`src/rtl/des_key_schedule.sv`:
```
// Iterative DES key schedule: PC-1 at start, per-round C/D rotation, PC-2 on the
// registered halves. Emits NUM_ROUNDS subkeys over a valid/ready handshake.
module des_key_schedule #(
  parameter int unsigned NUM_ROUNDS = 16
) (
  input  logic        i_clk,
  input  logic        i_rst_n,
  input  logic [63:0] i_key,
  input  logic        i_decrypt,
  input  logic        i_start,
  input  logic        i_ready,
  output logic [47:0] o_subkey,
  output logic        o_subkey_dv,
  output logic [3:0]  o_round_idx,
  output logic        o_busy,
  output logic        o_done
);

  typedef enum logic {ST_IDLE, ST_VALID} state_t;

  localparam logic [3:0] LAST_IDX = 4'(NUM_ROUNDS - 1);

  // Table entries are DES bit numbers (1 = MSB of the source vector).
  localparam int unsigned PC1_TBL [56] = '{
    57, 49, 41, 33, 25, 17,  9,  1, 58, 50, 42, 34, 26, 18,
    10,  2, 59, 51, 43, 35, 27, 19, 11,  3, 60, 52, 44, 36,
    63, 55, 47, 39, 31, 23, 15,  7, 62, 54, 46, 38, 30, 22,
    14,  6, 61, 53, 45, 37, 29, 21, 13,  5, 28, 20, 12,  4
  };

  localparam int unsigned PC2_TBL [48] = '{
    14, 17, 11, 24,  1,  5,  3, 28, 15,  6, 21, 10,
    23, 19, 12,  4, 26,  8, 16,  7, 27, 20, 13,  2,
    41, 52, 31, 37, 47, 55, 30, 40, 51, 45, 33, 48,
    44, 49, 39, 56, 34, 53, 46, 42, 50, 36, 29, 32
  };

  function automatic logic [55:0] pc1(input logic [63:0] key);
    logic [55:0] r;
    r = '0;
    for (int unsigned i = 0; i < 56; i++) r[55-i] = key[6'(64 - PC1_TBL[i])];
    return r;
  endfunction

  function automatic logic [47:0] pc2(input logic [55:0] cd);
    logic [47:0] r;
    r = '0;
    for (int unsigned i = 0; i < 48; i++) r[47-i] = cd[6'(56 - PC2_TBL[i])];
    return r;
  endfunction

  function automatic logic [1:0] sched(input logic [3:0] step);
    return (step == 4'd0 || step == 4'd1 || step == 4'd8 || step == 4'd15) ? 2'd1 : 2'd2;
  endfunction

  // Decrypt walks the schedule backwards: step j undoes encrypt step 16-j.
  function automatic logic [1:0] step_amt(input logic [3:0] step, input logic dec);
    if (!dec)               return sched(step);
    else if (step == 4'd0)  return 2'd0;
    else                    return sched(4'(5'd16 - {1'b0, step}));
  endfunction

  function automatic logic [27:0] rot28(input logic [27:0] x, input logic [1:0] amt,
                                        input logic left);
    case (amt)
      2'd1:    return left ? {x[26:0], x[27]}    : {x[0], x[27:1]};
      2'd2:    return left ? {x[25:0], x[27:26]} : {x[1:0], x[27:2]};
      default: return x;
    endcase
  endfunction

  state_t      state_q, state_d;
  logic [27:0] c_q, c_d, d_q, d_d;
  logic        mode_q, mode_d;
  logic [3:0]  idx_q, idx_d;
  logic        done_q, done_d;
  logic [55:0] cd_init;
  logic [1:0]  amt;
  logic [3:0]  nxt_idx;

  always_comb begin
    state_d = state_q;
    c_d     = c_q;
    d_d     = d_q;
    mode_d  = mode_q;
    idx_d   = idx_q;
    done_d  = 1'b0;
    cd_init = pc1(i_key);
    nxt_idx = idx_q + 4'd1;
    amt     = '0;
    unique case (state_q)
      ST_IDLE: begin
        if (i_start) begin
          amt     = step_amt(4'd0, i_decrypt);
          c_d     = rot28(cd_init[55:28], amt, ~i_decrypt);
          d_d     = rot28(cd_init[27:0], amt, ~i_decrypt);
          mode_d  = i_decrypt;
          idx_d   = '0;
          state_d = ST_VALID;
        end
      end
      ST_VALID: begin
        if (i_ready) begin
          if (idx_q == LAST_IDX) begin
            state_d = ST_IDLE;
            done_d  = 1'b1;
            idx_d   = '0;
          end else begin
            amt   = step_amt(nxt_idx, mode_q);
            c_d   = rot28(c_q, amt, ~mode_q);
            d_d   = rot28(d_q, amt, ~mode_q);
            idx_d = nxt_idx;
          end
        end
      end
      default: state_d = ST_IDLE;
    endcase
  end

  always_ff @(posedge i_clk or negedge i_rst_n) begin
    if (!i_rst_n) begin
      state_q <= ST_IDLE;
      c_q     <= '0;
      d_q     <= '0;
      mode_q  <= 1'b0;
      idx_q   <= '0;
      done_q  <= 1'b0;
    end else begin
      state_q <= state_d;
      c_q     <= c_d;
      d_q     <= d_d;
      mode_q  <= mode_d;
      idx_q   <= idx_d;
      done_q  <= done_d;
    end
  end

  // Key parity bits are dropped by PC-1.
  logic unused_parity;
  assign unused_parity = ^{i_key[56], i_key[48], i_key[40], i_key[32],
                           i_key[24], i_key[16], i_key[8],  i_key[0]};

  assign o_subkey    = pc2({c_q, d_q});
  assign o_subkey_dv = (state_q == ST_VALID);
  assign o_busy      = (state_q == ST_VALID);
  assign o_round_idx = idx_q;
  assign o_done      = done_q;

endmodule
```
`config.mk`:
```
export PLATFORM = sky130hd
export DESIGN_NAME = des_key_schedule
export DESIGN_NICKNAME = d
export VERILOG_FILES = /design/src/rtl/des_key_schedule.sv
export SDC_FILE = /design/constraint.sdc
export NUM_CORES = 1
export LEC_CHECK = 0
export CAP_MARGIN = 20
export CORE_MARGIN = 2
export CORE_UTILIZATION = 56
export DETAILED_ROUTE_END_ITERATION = 16
export DONT_BUFFER_PORTS = 1
export GPL_TIMING_DRIVEN = 0
export PLACE_DENSITY = 0.81
export SYNTH_ARGS = -nofsm -noshare
export SYNTH_HDL_FRONTEND = slang
export SYNTH_SLANG_ARGS = --single-unit
```
`constraint.sdc`:
```
create_clock -name i_clk -period 5.02 [get_ports i_clk]
set_clock_uncertainty 0.1 [all_clocks]
set_input_delay 1.004 -clock i_clk [delete_from_list [all_inputs] [get_ports i_clk]]
set_output_delay 1.004 -clock i_clk [all_outputs]
set_load 0.005 [all_outputs]
```
After elaboration in Yosys (flattened, before gate mapping):

Cells that the tools add are included.
Widths: inputs -> output; s select.

* register bits: 63
* output and inout bits: 55
* input bits: 69

* equal/unequal tests: 15
* $add $sub $neg: 2
* bitwise gates (word level): 1
* reduce and logical (&&, ||, !) cells: 11
* muxes and demuxes: 41

Operator list (count)
* $mux 28: 14
* $pmux 28 s2: 6
* $eq 4x4->1 const B: 5
* $mux 2: 9
* $mux 4: 3
* $eq 4x1->1 const B: 2
* $logic_not 4->1: 2
* $pmux 4 s2: 1
* $mux 1: 7
* $logic_or 1x1->1: 6
* $ne 2x2->1 const B: 3
* $add 4x1->4 const B: 1
* $eq 2x1->1 const B: 2
* $eq 2x2->1 const B: 2
* $reduce_and 2->1: 2
* $reduce_and 4->1: 1
* $sub 1x4->4 const A: 1
* $ne 3x1->1 const B: 1
* $pmux 1 s2: 1
* $not 1->1: 1

Longest topological paths before layout:

* depth in word-level cells: 17
* gate-level depth with buffers: 10
* mapped depth without buffers: 7

Worst setup path after synthesis:

Ideal clock, no wire load.

* path kind: reg-to-reg
* start: register idx_q[0] (netlist: o_round_idx[0])
* end: register c_q[24]
* buffers on the path: 3
* required time: 4.785 ns
* arrival time: 2.129 ns
* library setup time: 0.135 ns
* stages on the path, launching flop included: 11
* setup slack: 2.656 ns
* clock period less this slack: 2.364 ns
* cells stage by stage: dfrtp_1 -> buf_2 -> inv_1 -> ha_1 -> nand2b_1 -> o2111a_1 -> o32a_1 -> buf_4 -> buf_2 -> o31ai_1 -> o22ai_1

* word-level cells in the longest chain between the ends: 17
* elaborated cells on any way between the ends: 33
* classes of those cells: add/sub (2); eq/ne (11); mux (11); reduce/logical (9)

RTL lines
* start: declaration: line 75 `logic [3:0] idx_q, idx_d;`
* start signal: assignment: line 133 `idx_q <= idx_d;`
* $add 4x1->4: line 89 `nxt_idx = idx_q + 4'd1;`
* $sub 1x4->4: line 60 `else return sched(4'(5'd16 - {1'b0, step}));`
* $eq 4x1->1 or $logic_not 4->1 (tied branches): line 53 `return (step == 4'd0 || step == 4'd1 || step == 4'd8 || step == 4'd15) ? 2'd1 : 2'd2;`
* $logic_or 1x1->1 (3 in a row): line 53
* $mux 2: line 53
* $mux 2: line 59 `else if (step == 4'd0) return 2'd0;`
* $mux 2: line 58 `if (!dec) return sched(step);`
* $mux 2: line 104 `if (idx_q == LAST_IDX) begin`
* $mux 2: line 103 `if (i_ready) begin`
* $mux 2: line 91 `unique case (state_q)`
* $eq 2x2->1 or $eq 2x1->1 (tied branches): line 65 `case (amt)`
* $pmux 28 s2: line 65
* $mux 28: line 104
* $mux 28: line 103
* $pmux 28 s2: line 91
* end signal: assignment: line 123 `c_q <= '0;`
* end signal: assignment: line 130 `c_q <= c_d;`
* end: declaration: line 73 `logic [27:0] c_q, c_d, d_q, d_d;`

Parallel ways exist; a longest one is shown, timed or not. The select of a mux whose other input is x is not followed.
A chain may end at the register's enable or synchronous reset.

Worst setup path after layout:

* start: register idx_q[0] (netlist: o_round_idx[0])
* end: register c_q[1]

The elaborated chain is that of the path after synthesis.

==> results.cfg <==
[clock_tree]
ctsHtreeMaxLevel = 3
cts_buffers = 9
clock_tree.buffer_depth = 2
cts_tree = done
post-cts-setup-buffers = 0
holdBufCountCts = 0
cts_resized = 0
clkLatencyLatePin_ns = 0.36
cts_sinks = 63
cts-root-buf = clkbuf_8
cts.clk_slew.worst_paths_ns = 0.07

[worst_setup_path]
critPathMaxFanout = 10
crit_top_cell = buf_2
arrival_ns = 2.95
slowest_delay_ns = 0.39
path_buf_inv = 4
worstPathCellList = buf_2 > inv_1 > ha_1 > nand2b_1 > o41ai_1 > o32ai_1 > buf_2 > buf_2 > a31oi_1 > o22ai_1
end_kind = register
crit_type = register to register
required_ns = 5.13
critPathLaunchType = register
path_delay_family = compound AO/OA/AOI/OAI gates
slowest_stage = dfrtp_1

[floorplanning]
rows = 38
dieArea_mm2 = 0.0119
die_width_um = 109
start_util_pct = 57.3
die_h_um = 109
coreArea_mm2 = 0.0108
ios = 124

[synthesis]
synth.avg_cell_area_um2 = 7.55
synth_edf_count = 0
synth_fp_nets = 895
yosys_warnings = 0
yosys.area.top_type = dfrtp_1
yosys-top-cells-count = 115 x nor2_1, 63 x dfrtp_1, 63 x nand2_1
synthFlopType = dfrtp_1
ys_seq_elements = 63
synth.area.top_cells = dfrtp_1 25%, mux2i_1 9.2%, a41oi_1 7.9%, o31ai_1 7.0%, nor2_1 7.0%
syn_inst = 822
synth.cell_area_mm2 = 0.00621
yosys.cell_count.top_type = nor2_1
synth.distinct_cells = 37
ys_seq_area_share_pct = 25.4
async_flop_share_pct = 100
synthDominantCellAreaShare_pct = 25.4

[finish]
diodes = 0
finalNetCount = 906
fin_util_pct = 60.5
fin_area_mm2 = 0.00656
areaGrowthSynthToFinish_pct = 5.66
drive_gt1_share_pct = 12.4

[placement]
dpl.hpwl_um = 14600
place_congestion = 0.968
dpl_cell_area_mm2 = 0.00638
port_buffers = 0

[timing]
period_minus_slack_ns = 2.84
tns_ns = 0
setup_viol = 0
fin_hold_ws_ns = 0.234
slew_headroom_pct = 49.2
hold_violations = 0
slew_violations = 0
max_freq_mhz = 352
fin_crit_sh_pct = 56.6
worst_pin_slew_ns = 0.761
rsz0062_at_grt = false

[flow_run]
cap_violations = 0

[power_and_ir_drop]
peakVddDrop_mv = 0.266
combPwrFrac_pct = 66.3
intPower_uw = 2290
p_switching_uw = 2220
p_leak_uw = 0.00258
clkPwrFrac_pct = 9.6
power_density_mw_per_mm2 = 688
switching_share_pct = 49.2
power_uw = 4510
seqPwrFrac_pct = 24.2

[global_routing]
grt_pass1_wl_um = 33000
grt_max_degree = 64
gr-total-overflow = 0
first_global_vias = 6633
antenna_found_initial = 0
grt.total_usage_pct = 34.9

[run_status]
status = completed

[route]
wl_per_cell_um = 21.1
routed_via_density = 6.97
antenna_left = 0
wl_um = 20600
drc = 0
vias = 6814
dr.first_iter.drc_count = 734
drtPass1Iterations = 6

[min_path]
hold_path.class = primary input to asynchronous set/reset pin
-- through the flow --
stage | worst slack (ns) | std cells
3_3_place_gp | 2.09 | 962
3_5_place_dp | 2.08 | 962
6_report | 2.18 | 977
2_1_floorplan | 2.66 | 822
4_1_cts | 2.24 | 977
5_1_grt | 2.06 | 977
-- sequential cells by signal, summed over array words and instances, names as in the netlist --
name         cells
mode_q           1
o_round_idx      4
o_busy           1
o_done           1
d_q             28
c_q             28
-- worst paths after layout --
kind / from / endpoint / slack (ns) / depth (start not counted)
setup reg to reg: o_round_idx[0] / c_q[1] / 2.18 / 10
hold reg to reg: d_q[21] / d_q[21] / 0.48 / 2
setup / recovery: o_round_idx[0] / c_q[1] / 2.18 / 10
hold / removal: i_rst_n / c_q[4] / 0.23 / 0
min in group i_clk: d_q[21] / d_q[21] / 0.48 / 2
max in group asynchronous: i_rst_n / c_q[27] / 4.47 / 0
-- cells in the final DEF (no fill, tap or decap), drive strengths merged, types with 6 or more instances in the layout --
cell type  Yosys  routed
a31oi         56      56
a41oi         56      56
buf           95      95
clkbuf        51      66
dfrtp         63      63
mux2i         57      57
nand2         63      63
nor2         115     115
nor2b         58      58
o211ai         6       6
o21ai         59      59
o22ai         52      52
o31ai         58      58
-- layer usage --
layer  vias up  wire length (um)  track usage [%]
li1       3052                 -                -
met4         0               702             16.1
met2       523              9010             52.0
met1      3163              8500             47.7
met5         -                 0                0
met3        76              2430             8.25
-- area by class of cell --
type | count | area (um2)
plain buffers | 146 | 822
flip-flops and latches | 63 | 1580
multi-input cells | 610 | 3800
clock buffers | 15 | 176
inverters | 3 | 11.3
fillers | 1044 | 4280
well taps | 140 | 175
-- cell families (layout without fill, tap and decap cells) --
kind of cell | count (synthesis) | after routing | share of synthesized area (%)
compound gates | 298 | 298 | 32.8
simple gates | 250 | 250 | 18.2
buf+inv | 149 | 164 | 13.4
flops | 63 | 63 | 25.4
mux | 58 | 58 | 9.37
fa+ha+maj | 4 | 4 | 0.806
-- power by group through the flow --
stage          logic (uW)  clock network [uW]  registers (uW)
2_1_floorplan        2360                   0             958
3_3_place_gp         2830                   0            1070
3_5_place_dp         2890                   0            1080
4_1_cts              2910                 428            1070
5_1_grt              3270                 453            1110
6_report             2990                 431            1090
Note: power is estimated with default switching activity, not from simulation.
